File: src/rtl/mem_master.sv
// Memory test master: writes an incrementing pattern over a window, reads it back,
// and reports the mismatch count and the first failing address.
module mem_master #(
    parameter int ADDR_WIDTH = 9,
    parameter int WIDTH      = 16,
    parameter int DEPTH      = 512
) (
    input  logic                  clk_i,
    input  logic                  rst_i,
    input  logic                  start_i,
    input  logic [ADDR_WIDTH-1:0] base_addr_i,
    input  logic [ADDR_WIDTH:0]   len_i,
    input  logic [WIDTH-1:0]      seed_i,
    output logic [ADDR_WIDTH-1:0] addr_o,
    output logic [WIDTH-1:0]      wdata_o,
    output logic                  wr_rd_o,
    output logic                  valid_o,
    input  logic                  ready_i,
    input  logic [WIDTH-1:0]      rdata_i,
    output logic                  busy_o,
    output logic                  done_o,
    output logic                  pass_o,
    output logic [ADDR_WIDTH:0]   err_count_o,
    output logic [ADDR_WIDTH-1:0] first_err_addr_o
);

    typedef enum logic [1:0] {IDLE, WRITE, READ, DONE} state_t;

    localparam logic [ADDR_WIDTH:0] DEPTH_L = (ADDR_WIDTH+1)'(DEPTH);
    localparam logic [ADDR_WIDTH:0] ONE_L   = (ADDR_WIDTH+1)'(1);

    state_t                  state_q, state_d;
    logic [ADDR_WIDTH:0]     offset_q, offset_d;
    logic [ADDR_WIDTH:0]     len_q, len_d;
    logic [ADDR_WIDTH-1:0]   base_q, base_d;
    logic [WIDTH-1:0]        seed_q, seed_d;
    logic [ADDR_WIDTH:0]     err_q, err_d;
    logic [ADDR_WIDTH-1:0]   first_q, first_d;
    logic                    pass_q, pass_d;
    logic                    done_q, done_d;
    logic                    valid_q, valid_d;
    logic                    wr_q, wr_d;
    logic [ADDR_WIDTH-1:0]   addr_q, addr_d;
    logic [WIDTH-1:0]        wdata_q, wdata_d;

    logic [ADDR_WIDTH:0]     len_clamp;
    logic [ADDR_WIDTH:0]     off_inc;
    logic [WIDTH-1:0]        pattern;
    logic                    last_xfer;

    always_comb begin
        len_clamp = (len_i > DEPTH_L) ? DEPTH_L : len_i;
        off_inc   = offset_q + ONE_L;
        pattern   = seed_q + WIDTH'(offset_q);
        last_xfer = (off_inc == len_q);

        state_d  = state_q;
        offset_d = offset_q;
        len_d    = len_q;
        base_d   = base_q;
        seed_d   = seed_q;
        err_d    = err_q;
        first_d  = first_q;
        pass_d   = pass_q;
        done_d   = 1'b0;
        valid_d  = valid_q;
        wr_d     = wr_q;
        addr_d   = addr_q;
        wdata_d  = wdata_q;

        unique case (state_q)
            IDLE: begin
                valid_d = 1'b0;
                wr_d    = 1'b0;
                addr_d  = '0;
                wdata_d = '0;
                if (start_i) begin
                    base_d   = base_addr_i;
                    seed_d   = seed_i;
                    len_d    = len_clamp;
                    offset_d = '0;
                    err_d    = '0;
                    first_d  = '0;
                    pass_d   = 1'b0;
                    if (len_clamp == '0) begin
                        state_d = DONE;
                        done_d  = 1'b1;
                        pass_d  = 1'b1;
                    end else begin
                        state_d = WRITE;
                        valid_d = 1'b1;
                        wr_d    = 1'b1;
                        addr_d  = base_addr_i;
                        wdata_d = seed_i;
                    end
                end
            end
            WRITE: begin
                if (ready_i) begin
                    if (last_xfer) begin
                        // Turn straight around into the read pass, no idle cycle.
                        state_d  = READ;
                        offset_d = '0;
                        wr_d     = 1'b0;
                        addr_d   = base_q;
                        wdata_d  = '0;
                    end else begin
                        offset_d = off_inc;
                        addr_d   = base_q + ADDR_WIDTH'(off_inc);
                        wdata_d  = seed_q + WIDTH'(off_inc);
                    end
                end
            end
            READ: begin
                if (ready_i) begin
                    if (rdata_i != pattern) begin
                        err_d = err_q + ONE_L;
                        if (err_q == '0) begin
                            first_d = addr_q;
                        end
                    end
                    if (last_xfer) begin
                        state_d = DONE;
                        valid_d = 1'b0;
                        addr_d  = '0;
                        done_d  = 1'b1;
                        pass_d  = (err_d == '0);
                    end else begin
                        offset_d = off_inc;
                        addr_d   = base_q + ADDR_WIDTH'(off_inc);
                    end
                end
            end
            DONE: begin
                state_d  = IDLE;
                offset_d = '0;
                valid_d  = 1'b0;
                wr_d     = 1'b0;
            end
            default: state_d = IDLE;
        endcase
    end

    always_ff @(posedge clk_i) begin
        if (rst_i) begin
            state_q  <= IDLE;
            offset_q <= '0;
            len_q    <= '0;
            base_q   <= '0;
            seed_q   <= '0;
            err_q    <= '0;
            first_q  <= '0;
            pass_q   <= 1'b0;
            done_q   <= 1'b0;
            valid_q  <= 1'b0;
            wr_q     <= 1'b0;
            addr_q   <= '0;
            wdata_q  <= '0;
        end else begin
            state_q  <= state_d;
            offset_q <= offset_d;
            len_q    <= len_d;
            base_q   <= base_d;
            seed_q   <= seed_d;
            err_q    <= err_d;
            first_q  <= first_d;
            pass_q   <= pass_d;
            done_q   <= done_d;
            valid_q  <= valid_d;
            wr_q     <= wr_d;
            addr_q   <= addr_d;
            wdata_q  <= wdata_d;
        end
    end

    assign addr_o           = addr_q;
    assign wdata_o          = wdata_q;
    assign wr_rd_o          = wr_q;
    assign valid_o          = valid_q;
    assign busy_o           = (state_q != IDLE);
    assign done_o           = done_q;
    assign pass_o           = pass_q;
    assign err_count_o      = err_q;
    assign first_err_addr_o = first_q;

endmodule

File: config.mk
export PLATFORM = sky130hd
export DESIGN_NAME = mem_master
export DESIGN_NICKNAME = d
export VERILOG_FILES = /design/src/rtl/mem_master.sv
export SDC_FILE = /design/constraint.sdc
export NUM_CORES = 1
export LEC_CHECK = 0
export ABC_AREA = 1
export CORE_MARGIN = 4
export CORE_UTILIZATION = 40
export CTS_CLUSTER_DIAMETER = 40
export CTS_CLUSTER_SIZE = 30
export DETAILED_ROUTE_END_ITERATION = 12
export GPL_TIMING_DRIVEN = 0
export PLACE_DENSITY = 0.59
export SLEW_MARGIN = 0
export SYNTH_ARGS = -nofsm -noshare
export SYNTH_HDL_FRONTEND = slang
export SYNTH_SLANG_ARGS = --single-unit
File: constraint.sdc
create_clock -name clk_i -period 3.1 [get_ports clk_i]
set_input_delay 0.62 -clock clk_i [delete_from_list [all_inputs] [get_ports clk_i]]
set_output_delay 0.62 -clock clk_i [all_outputs]
set_load 0.01 [all_outputs]
Word-level counts from Yosys, hierarchy flattened
Index checks and enable logic that the tools add are counted.
- latch bits: 0
- memory bits (writable): 0
- flip-flop bits (word level): 95
- word-level logic and storage cells: 103
- bits of input ports: 55
- bits in read-only memories: 0
- memories kept: 0
- output and inout port bits: 49
- reductions and logical operators: 20
- shift operators: 0
- equal/unequal tests: 13
- multiply operators: 0
- bitwise gates (word level): 0
- order comparisons: 1
- muxes and demuxes: 51
- add/subtract/negate cells: 5
- div/mod/pow operators: 0
- operators by type and width (kind ; number):
    two-way mux 10 bit ; 10
    two-way mux 9 bit ; 10
    two-way mux 16 bit ; 4
    one-hot mux 10 bit (4 select lines) ; 1
    adder 16 x 10 -> 16 bit ; 2
    one-hot mux 16 bit (2 select lines) ; 1
    zero test 10 bit ; 3
    one-hot mux 9 bit (3 select lines) ; 1
    adder 10 x 1 -> 10 bit, second input constant ; 2
    one-hot mux 10 bit (2 select lines) ; 1
    one-hot mux 9 bit (2 select lines) ; 1
    inequality test 16 bit ; 1
    inequality test 2 bit, second input constant ; 8
    two-way mux 2 bit ; 6
    AND reduction 3 bit ; 4
    two-way mux 1 bit ; 11
    == test 10 bit ; 1
    > comparator 10 bit, second input constant ; 1
    AND reduction 5 bit ; 2
    adder 9 bit ; 1
    nonzero test 3 bit ; 3
    one-hot mux 2 bit (4 select lines) ; 1
    AND reduction 4 bit ; 2
    one-hot mux 1 bit (3 select lines) ; 2
    6 further kinds ; 11

Logic depth before layout (Yosys ltp)
- depth in word-level cells: 9
- depth in mapped cells: 21
- depth with buffers taken out: 21

Worst setup path before layout
No wires, ideal clock.
- path type: reg-to-reg
- from: register offset_q[0]
- to: register wdata_q[13], in the netlist wdata_o[13]
- buffers on the path: 0
- required time: 2.978 ns
- cell stages (with the launch flop): 18
- setup slack: 0.346 ns
- arrival time: 2.632 ns
- cell sequence: dfxtp_1 -> ha_1 -> nand4_2 -> nor2_2 -> inv_1 -> nand2_2 -> inv_1 -> ha_1 -> nand2_1 -> o21a_1 -> o21ai_1 -> a21oi_1 -> o21ai_1 -> nand2_1 -> a21oi_1 -> nand2_1 -> o211ai_1 -> a21oi_1
- cells in the longest elaborated chain, start to end: 5
- ends and longest elaborated chain (item ; line ; text):
    from (decl) ; 33 ; logic [ADDR_WIDTH:0] offset_q, offset_d;
    from (signal assigned) ; 161 ; offset_q <= offset_d;
    adder 10 x 1 -> 10 bit (*) ; 53 ; off_inc = offset_q + ONE_L;
    adder 16 x 10 -> 16 bit / == test 10 bit (equally long branches) ; 110, 55 ;
    two-way mux 16 bit (*) ; 100 ; if (last_xfer) begin
    two-way mux 16 bit (*) ; 99 ; if (ready_i) begin
    one-hot mux 16 bit (2 select lines) (*) ; 71 ; unique case (state_q)
    to (signal assigned) ; 172 ; wdata_q <= wdata_d;
    to (decl) ; 44 ; logic [WIDTH-1:0] wdata_q, wdata_d;
Mark *: on every way between the ends. The rest lies on a longest branch, timed or not. The select of a mux whose other input is x is not followed.
A chain may end at the register's enable or synchronous reset.

Worst setup path after layout
- from: register offset_q[1]
- to: register wdata_q[13], in the netlist wdata_o[13]
The elaborated chain is that of the path after synthesis.

==> impl_metrics.env <==
export IMPL_postRouteAntennaNets=0
export IMPL_first_global_vias=6846
export IMPL_fp_dieArea_um2=19250
export IMPL_synthMostInstantiatedCell="nand2_1"
export IMPL_syn_area_um2=6837
export IMPL_setup_viol=0
export IMPL_start_util_pct=41.08
export IMPL_placed_area_um2=8133
export IMPL_crit_buf_inv=2
export IMPL_hold_ws_ps=464.9
export IMPL_hpwl_um=17860
export IMPL_cts_sinks=95
export IMPL_cts_buffers=9
export IMPL_yosysSeqAreaShare_pct=27.82
export IMPL_crit_path_frequent_cell="nand2_1"
export IMPL_crit_chain="ha_4 > xnor2_4 > inv_1 > ha_1 > nand2_1 > o21ai_1 > inv_1 > o21ai_2 > a21oi_1 > o21ai_1 > nand2_1 > a21oi_4 > nand2_1 > o211ai_1 > a21oi_1"
export IMPL_diodes=0
export IMPL_yosysTopAreaCell="dfxtp_1"
export IMPL_cts_tree="built"
export IMPL_final_nets=1242
export IMPL_syn_nets=1127
export IMPL_max_cap_viol_count=0
export IMPL_die_w_um=138.7
export IMPL_antenna_found_initial=0
export IMPL_clk_pin_slew_ps=70
export IMPL_start_kind="register"
export IMPL_dr_pass1_iters=5
export IMPL_max_stage_delay_ps=380
export IMPL_ys_warn_count=0
export IMPL_h_tree_depth=3
export IMPL_drt_vias_per_instance=5.220
export IMPL_wl_per_cell_um=16.34
export IMPL_num_vias=7167
export IMPL_crit_fanout=6
export IMPL_cp_top_family="compound AO/OA/AOI/OAI gates"
export IMPL_finClkSkew_ps=18.13
export IMPL_worstSkewPairLatency_ps=360
export IMPL_status="finished, final reports clean"
export IMPL_avgSynthCellArea_um2=6.612
export IMPL_cts_hold_buf=0
export IMPL_crit_required_ps=3330
export IMPL_grt_ovfl_total=0
export IMPL_post_route_period_util_pct=94.77
export IMPL_core_area_um2=16640
export IMPL_rsz0062_at_grt="true"
export IMPL_min_path_type="reg2reg"
export IMPL_worst_setup_path_type="reg2reg"
export IMPL_maxSlewHeadroom_pct=53.88
export IMPL_synth_ff_type="dfxtp_1"
export IMPL_fin_area_um2=8554
export IMPL_grtUsageTotal_pct=23.27
export IMPL_drive_gt1_share_pct=8.326
export IMPL_nFillCells=1740
export IMPL_p_per_area_nw_per_um2=716.2
export IMPL_yosysUniqueCellTypes=52
export IMPL_drv_slew=0
export IMPL_yosysTopAreaCellShare_pct=27.82
export IMPL_synthCells=1034
export IMPL_end_kind="register"
export IMPL_critical_path_arrival_ps=3170
export IMPL_synth_edf_count=0
export IMPL_drt_iter0_markers=476
export IMPL_drc=0
export IMPL_root_buffer="clkbuf_16"
export IMPL_drt_wl_total_um=22440
export IMPL_grt_pass1_wl_um=36440
export IMPL_synthArstFlopShare_pct=0
export IMPL_tightest_slew_ps=691.9
export IMPL_syn_to_final_growth_pct=25.13
export IMPL_synth_common_cells="nand2_1 (224), inv_1 (110), nand3_1 (104), dfxtp_1 (95), nor2_1 (94)"
export IMPL_gp_congestion=0.9385
export IMPL_fmax_mhz=340.4
export IMPL_synth_seq_cells=95
export IMPL_grt_start_max_net_pins=17
export IMPL_cp_slowest_cell="dfxtp_4"
export IMPL_ir_drop_mv=0.3807
export IMPL_finalCriticalPeriod_ps=2938
export IMPL_hold_viol_final=0
export IMPL_die_h_um=138.7
export IMPL_pin_count=104
export IMPL_synth_area_leaders="dfxtp_1 (28%), nand2_1 (12%), nand3_1 (7.6%), ha_1 (6.4%), inv_1 (6.0%)"
export IMPL_p_leak_nw=3.666
export IMPL_rows=47
export IMPL_cts_buffer_depth=2
export IMPL_port_buffers=102
## through the flow
| stage | worst slack [ps] | TNS (ps) | util, % | total power, mW | std cells |
|---|---|---|---|---|---|
| 2_1_floorplan | 345.6 | 0 | - | 3.701 | 1034 |
| 3_3_place_gp | -386.2 | -5996 | 48.87 | 4.885 | 1356 |
| 3_5_place_dp | -355.8 | -5417 | 48.87 | 4.893 | 1356 |
| 4_1_cts | 11.88 | 0 | 51.06 | 6.126 | 1371 |
| 5_1_grt | -38.51 | -44.40 | 51.40 | 6.579 | 1373 |
| 6_report | 162.0 | 0 | 51.40 | 6.127 | 1373 |
## registers in the layout, summed over array words and instances (netlist names), 9 cells and up
signal,flops
addr_o,9
base_q,9
err_count_o,10
first_err_addr_o,9
len_q,10
offset_q,10
seed_q,16
wdata_o,16
## power breakdown
part / internal, mW / total [mW] / leakage, nW / switching (mW)
clock network: 0.709 / 1.21 / 0.149 / 0.505
registers: 1.53 / 1.81 / 0.782 / 0.280
logic: 1.16 / 3.10 / 2.74 / 1.95
total: 3.39 / 6.13 / 3.67 / 2.73
## tightest hold or removal path, cell delays in order (launching register included)
cell and delay, ps:
dfxtp_1 310, nand2_1 60, a21oi_1 50
## final timing paths
kind,slack [ps],to,start,cells past startpoint
worst max-delay path,160,wdata_o[13],offset_q[1],15
worst min-delay path,460,first_err_addr_o[1],first_err_addr_o[1],2
worst max register to register,160,wdata_o[13],offset_q[1],15
worst min register to register,460,first_err_addr_o[1],first_err_addr_o[1],2
## cell families after synthesis
group | count (synthesis) | synth area share (%)
buffers and inverters | 149 | 8.492
AND/OR/NAND/NOR | 529 | 36.95
flip-flops | 95 | 27.82
AO/OA/AOI/OAI | 187 | 14.84
adder cells (fa/ha/maj) | 38 | 7.284
XOR/XNOR | 36 | 4.612
## layer usage
layer  global-route usage, %  vias up  part of all wire, %
li1                        -     3674                    -
met1                   32.43     3247                   47
met2                   38.10      215                   45
met3                   3.448       31                  5.3
met4                   5.664        0                  2.1
met5                       0        -                    0
## cell type report
| type | count | area [um^2] | share of cell area (%) |
|---|---|---|---|
| Clock inverter | 6 | 92.59 | 1.082 |
| Clock buffer | 9 | 225.2 | 2.633 |
| Sequential cell | 95 | 1914 | 22.38 |
| Timing Repair Buffer | 104 | 1036 | 12.11 |
| Tap cell | 220 | 275.3 | 3.218 |
| Buffer | 31 | 137.6 | 1.609 |
| Inverter | 118 | 442.9 | 5.178 |
| Multi-Input combinational cell | 790 | 4431 | 51.79 |
## cells in the final DEF (no fill, tap or decap), types with 3 or more instances in the layout
master,n
nand3_1,103
nand2_2,9
nor3_1,9
nand4_1,28
nand2_4,4
nor2_1,94
o21ai_1,8
nand2_1,223
xnor2_1,11
clkdlybuf4s50_1,102
ha_1,32
a31oi_1,15
or2_2,13
nand3b_1,13
nand3_2,6
dfxtp_1,91
a21oi_1,81
buf_4,3
inv_1,110
clkbuf_1,24
nor2_4,5
xor2_1,24
nor2_2,8
dfxtp_4,3
clkbuf_16,9
a21oi_2,4
o21ai_0,63
clkinv_1,6
## timing repair
item	CTS	global route
endpoints found under the setup margin	4	22
cloned	0	0
setup buffers	0	2
pin swaps	0	2
gates resized for setup	9	12
(Power assumes the default switching activity.)
==> patch: new RTL, config.mk and constraints unchanged <==
Set the parameter `ADDR_WIDTH` to 8 (it was 9).
--- a/src/rtl/mem_master.sv
+++ b/src/rtl/mem_master.sv
@@ -2,5 +2,5 @@
 // and reports the mismatch count and the first failing address.
 module mem_master #(
-    parameter int ADDR_WIDTH = 9,
+    parameter int ADDR_WIDTH = 8,
     parameter int WIDTH      = 16,
     parameter int DEPTH      = 512
Ports: changed (5 resized); port bits go from 104 to 99. The function was not compared with the original's and may differ.
==> patch against the unedited design <==
  * Clock power fell by 7%
  * Routed wire length fell by 21%
  * Critical path depth rose by 3
  * Cell area fell by 12%
  * Area after synthesis fell by 12%
  * Non-clock buffer count fell by 20
  * Sequential power fell by 9%
  * Setup slack improved by 0.051 ns
  * Die area fell by 11%
  * Global-route usage fell by 2.5 points
  * Total power rose by 0.52%
  * Sequential cell count fell by 6
  * Largest power group unchanged
==> patch: results (changes against the unedited design) <==
- Status: finished, final reports clean (unchanged)
- Vias in the first global route: 5576 (was 6846)
- Hold_sp: len_q[4] (was first_err_addr_o[1])
- DRT Pass-1 Iters: 5 (unchanged)
- Max clock buf depth: 2 (unchanged)
- Drt total wl: 17700 µm (was 22400 µm)
- First-pass GRT wire length: 27900 µm (was 36400 µm)
- Worst Path Max Fanout: 5 (was 6)
- CTS clk-pin slew, worst paths: 0.07 ns (about the same)
- Sequential-to-total area share from yosys stat: 29.6% (was 27.8%)
- Most used DFF post-synth: dfxtp_1 (unchanged)
- Worst Hold Endpoint: len_q[4] (was first_err_addr_o[1])
- Worst path top cell family by delay: simple AND/OR/NAND/NOR gates (was compound AO/OA/AOI/OAI gates)
- Synth top area cells: dfxtp_1 (30%), nand2_1 (16%), a21oi_1 (8.2%) (was dfxtp_1 (28%), nand2_1 (12%), nand3_1 (7.6%))
- Relative slew slack: 48.6% (was 53.9%)
- Worst path max stage delay: 0.38 ns (about the same)
- Fill count: 1546 (was 1740)
- CTS Buf Count: 9 (unchanged)
- Initial antenna violation count: 0 (unchanged)
- RR Startpoint: offset_q[1] (unchanged)
- Largest net degree at the start of global routing: 15 (was 17)
- Worst VDD drop: 0.000353 V (was 0.000381 V)
- Leak: 3.34 nW (was 3.67 nW)
- WHS: 0.455 ns (was 0.465 ns)
- Distinct cell type count after synthesis: 42 (was 52)
- Synth Net Count: 1021 (was 1127)
- Hold Path Class: register to register (unchanged)
- Most frequent cells after synthesis: nand2_1 (251), inv_1 (111), a21oi_1 (99) (was nand2_1 (224), inv_1 (110), nand3_1 (104))
- Die area: 17100 µm² (was 19200 µm²)
- Worst hold path stage count: 2 (unchanged)
- H-tree levels: 3 (unchanged)
- Worst skew pair latency: 0.35 ns
- Clock Skew: 0.0107 ns (was 0.0181 ns)
- R2R Path End: wdata_o[15] (was wdata_o[13])
- Worst reg-to-reg path cell count: 18 (was 15)
- Ys async rst share: 0% (unchanged)
- Total GRT Usage: 20.8% (was 23.3%)
- N_diodes: 0 (unchanged)
- DR iter-0 viols: 350 (was 476)
- Via/cell ratio: 5.02 (was 5.22)
- Worst path slowest cell: dfxtp_4 (unchanged)
- R2R setup slack: 0.21 ns (was 0.16 ns)
- Post-layout nets: 1124 (was 1242)
- CP arrival: 3.11 ns (was 3.17 ns)
- Root Driver: clkbuf_16 (unchanged)
- Share of cells above drive strength 1: 7.10% (was 8.33%)
- GPL Wtd Cong: 0.910 (was 0.939)
- Finish-stage setup viols: 0 (unchanged)
- PortBufs: 89 (was 102)
- Dpl hpwl: 14000 µm (was 17900 µm)
- Warnings from Yosys: 0 (unchanged)
## patch: changes by cell type after synthesis, moves of 14 or more
cell and delta:
a21oi_1 +17, nand2_1 +27, a31oi_1 -15, nand3_1 -43
o21ai_0 -14
## patch: area by class of cell
| class | instances | share of cell area (%) |
|---|---|---|
| buffer | 23 | 1.41 |
| clock buffer | 12 | 3.40 |
| sequential | 89 | 23.7 |
| inverter | 116 | 5.80 |
| clock inverter | 4 | 0.646 |
| tap | 184 | 3.05 |
| multi-input combinational | 706 | 50.0 |
| timing repair buffer | 92 | 12.1 |
## patch: what timing repair did
| item | in CTS | in global routing |
|---|---|---|
| setup endpoints to repair | 3 | 18 |
| hold buffers | 0 | 0 |
| gates resized for setup | 2 | 21 |
| buffers inserted | 0 | 3 |
| pin swaps | 0 | 3 |
## patch: stage by stage
stage                     total power [mW]  TNS (ns)  std cells  instance area (µm²)  setup slack, ns
after floorplan                       3.91         0        934                 6020            0.517
after global placement                4.97         0       1207                 7140           0.0200
after detailed placement              4.98   -0.0349       1207                 7140          -0.0277
after CTS                             6.13         0       1223                 7450           0.0349
after global routing                  6.70   -0.0255       1226                 7550          -0.0229
final                                 6.16         0       1226                 7550            0.213
## patch: routing by layer
metal / track usage, % / part of all wire [%] / wire [µm] / vias up
li1: - / - / - / 3252
met1: 29.5 / 49 / 8570 / 2717
met2: 32.3 / 44 / 7820 / 155
met3: 2.76 / 4.7 / 833 / 28
met4: 7.86 / 2.5 / 449 / 0
met5: 0 / 0 / 0 / -
## patch: cell families after synthesis
group / after synthesis / synth area share, %
AOI/OAI and AO/OA: 170 / 14.9
xor gates and xnor gates: 27 / 4.05
adders and majority gates: 34 / 7.44
buffers and inverters: 139 / 9.00
DFF: 89 / 29.6
and+or+nand+nor: 475 / 35.0
## patch: power by group
group	leakage, nW	switching [mW]	internal (mW)
clock	0.153	0.459	0.669
sequential	0.729	0.241	1.41
combinational	2.45	2.18	1.20
total	3.34	2.88	3.28
## patch: worst max path at each step
| stage | start | to | slack, ns | depth (start not counted) |
|---|---|---|---|---|
| 6_report | offset_q[1] | wdata_o[15] | 0.21 | 18 |
| 3_5_place_dp | offset_q[0] | wdata_o[12] | -0.03 | 15 |
| 3_3_place_gp | offset_q[1] | wdata_o[15] | 0.02 | 19 |
| 4_1_cts | offset_q[0] | first_err_addr_o[3] | 0.03 | 18 |
| 5_1_grt | seed_q[0] | pass_o | -0.02 | 19 |
| 2_1_floorplan | offset_q[1] | wdata_o[15] | 0.52 | 19 |
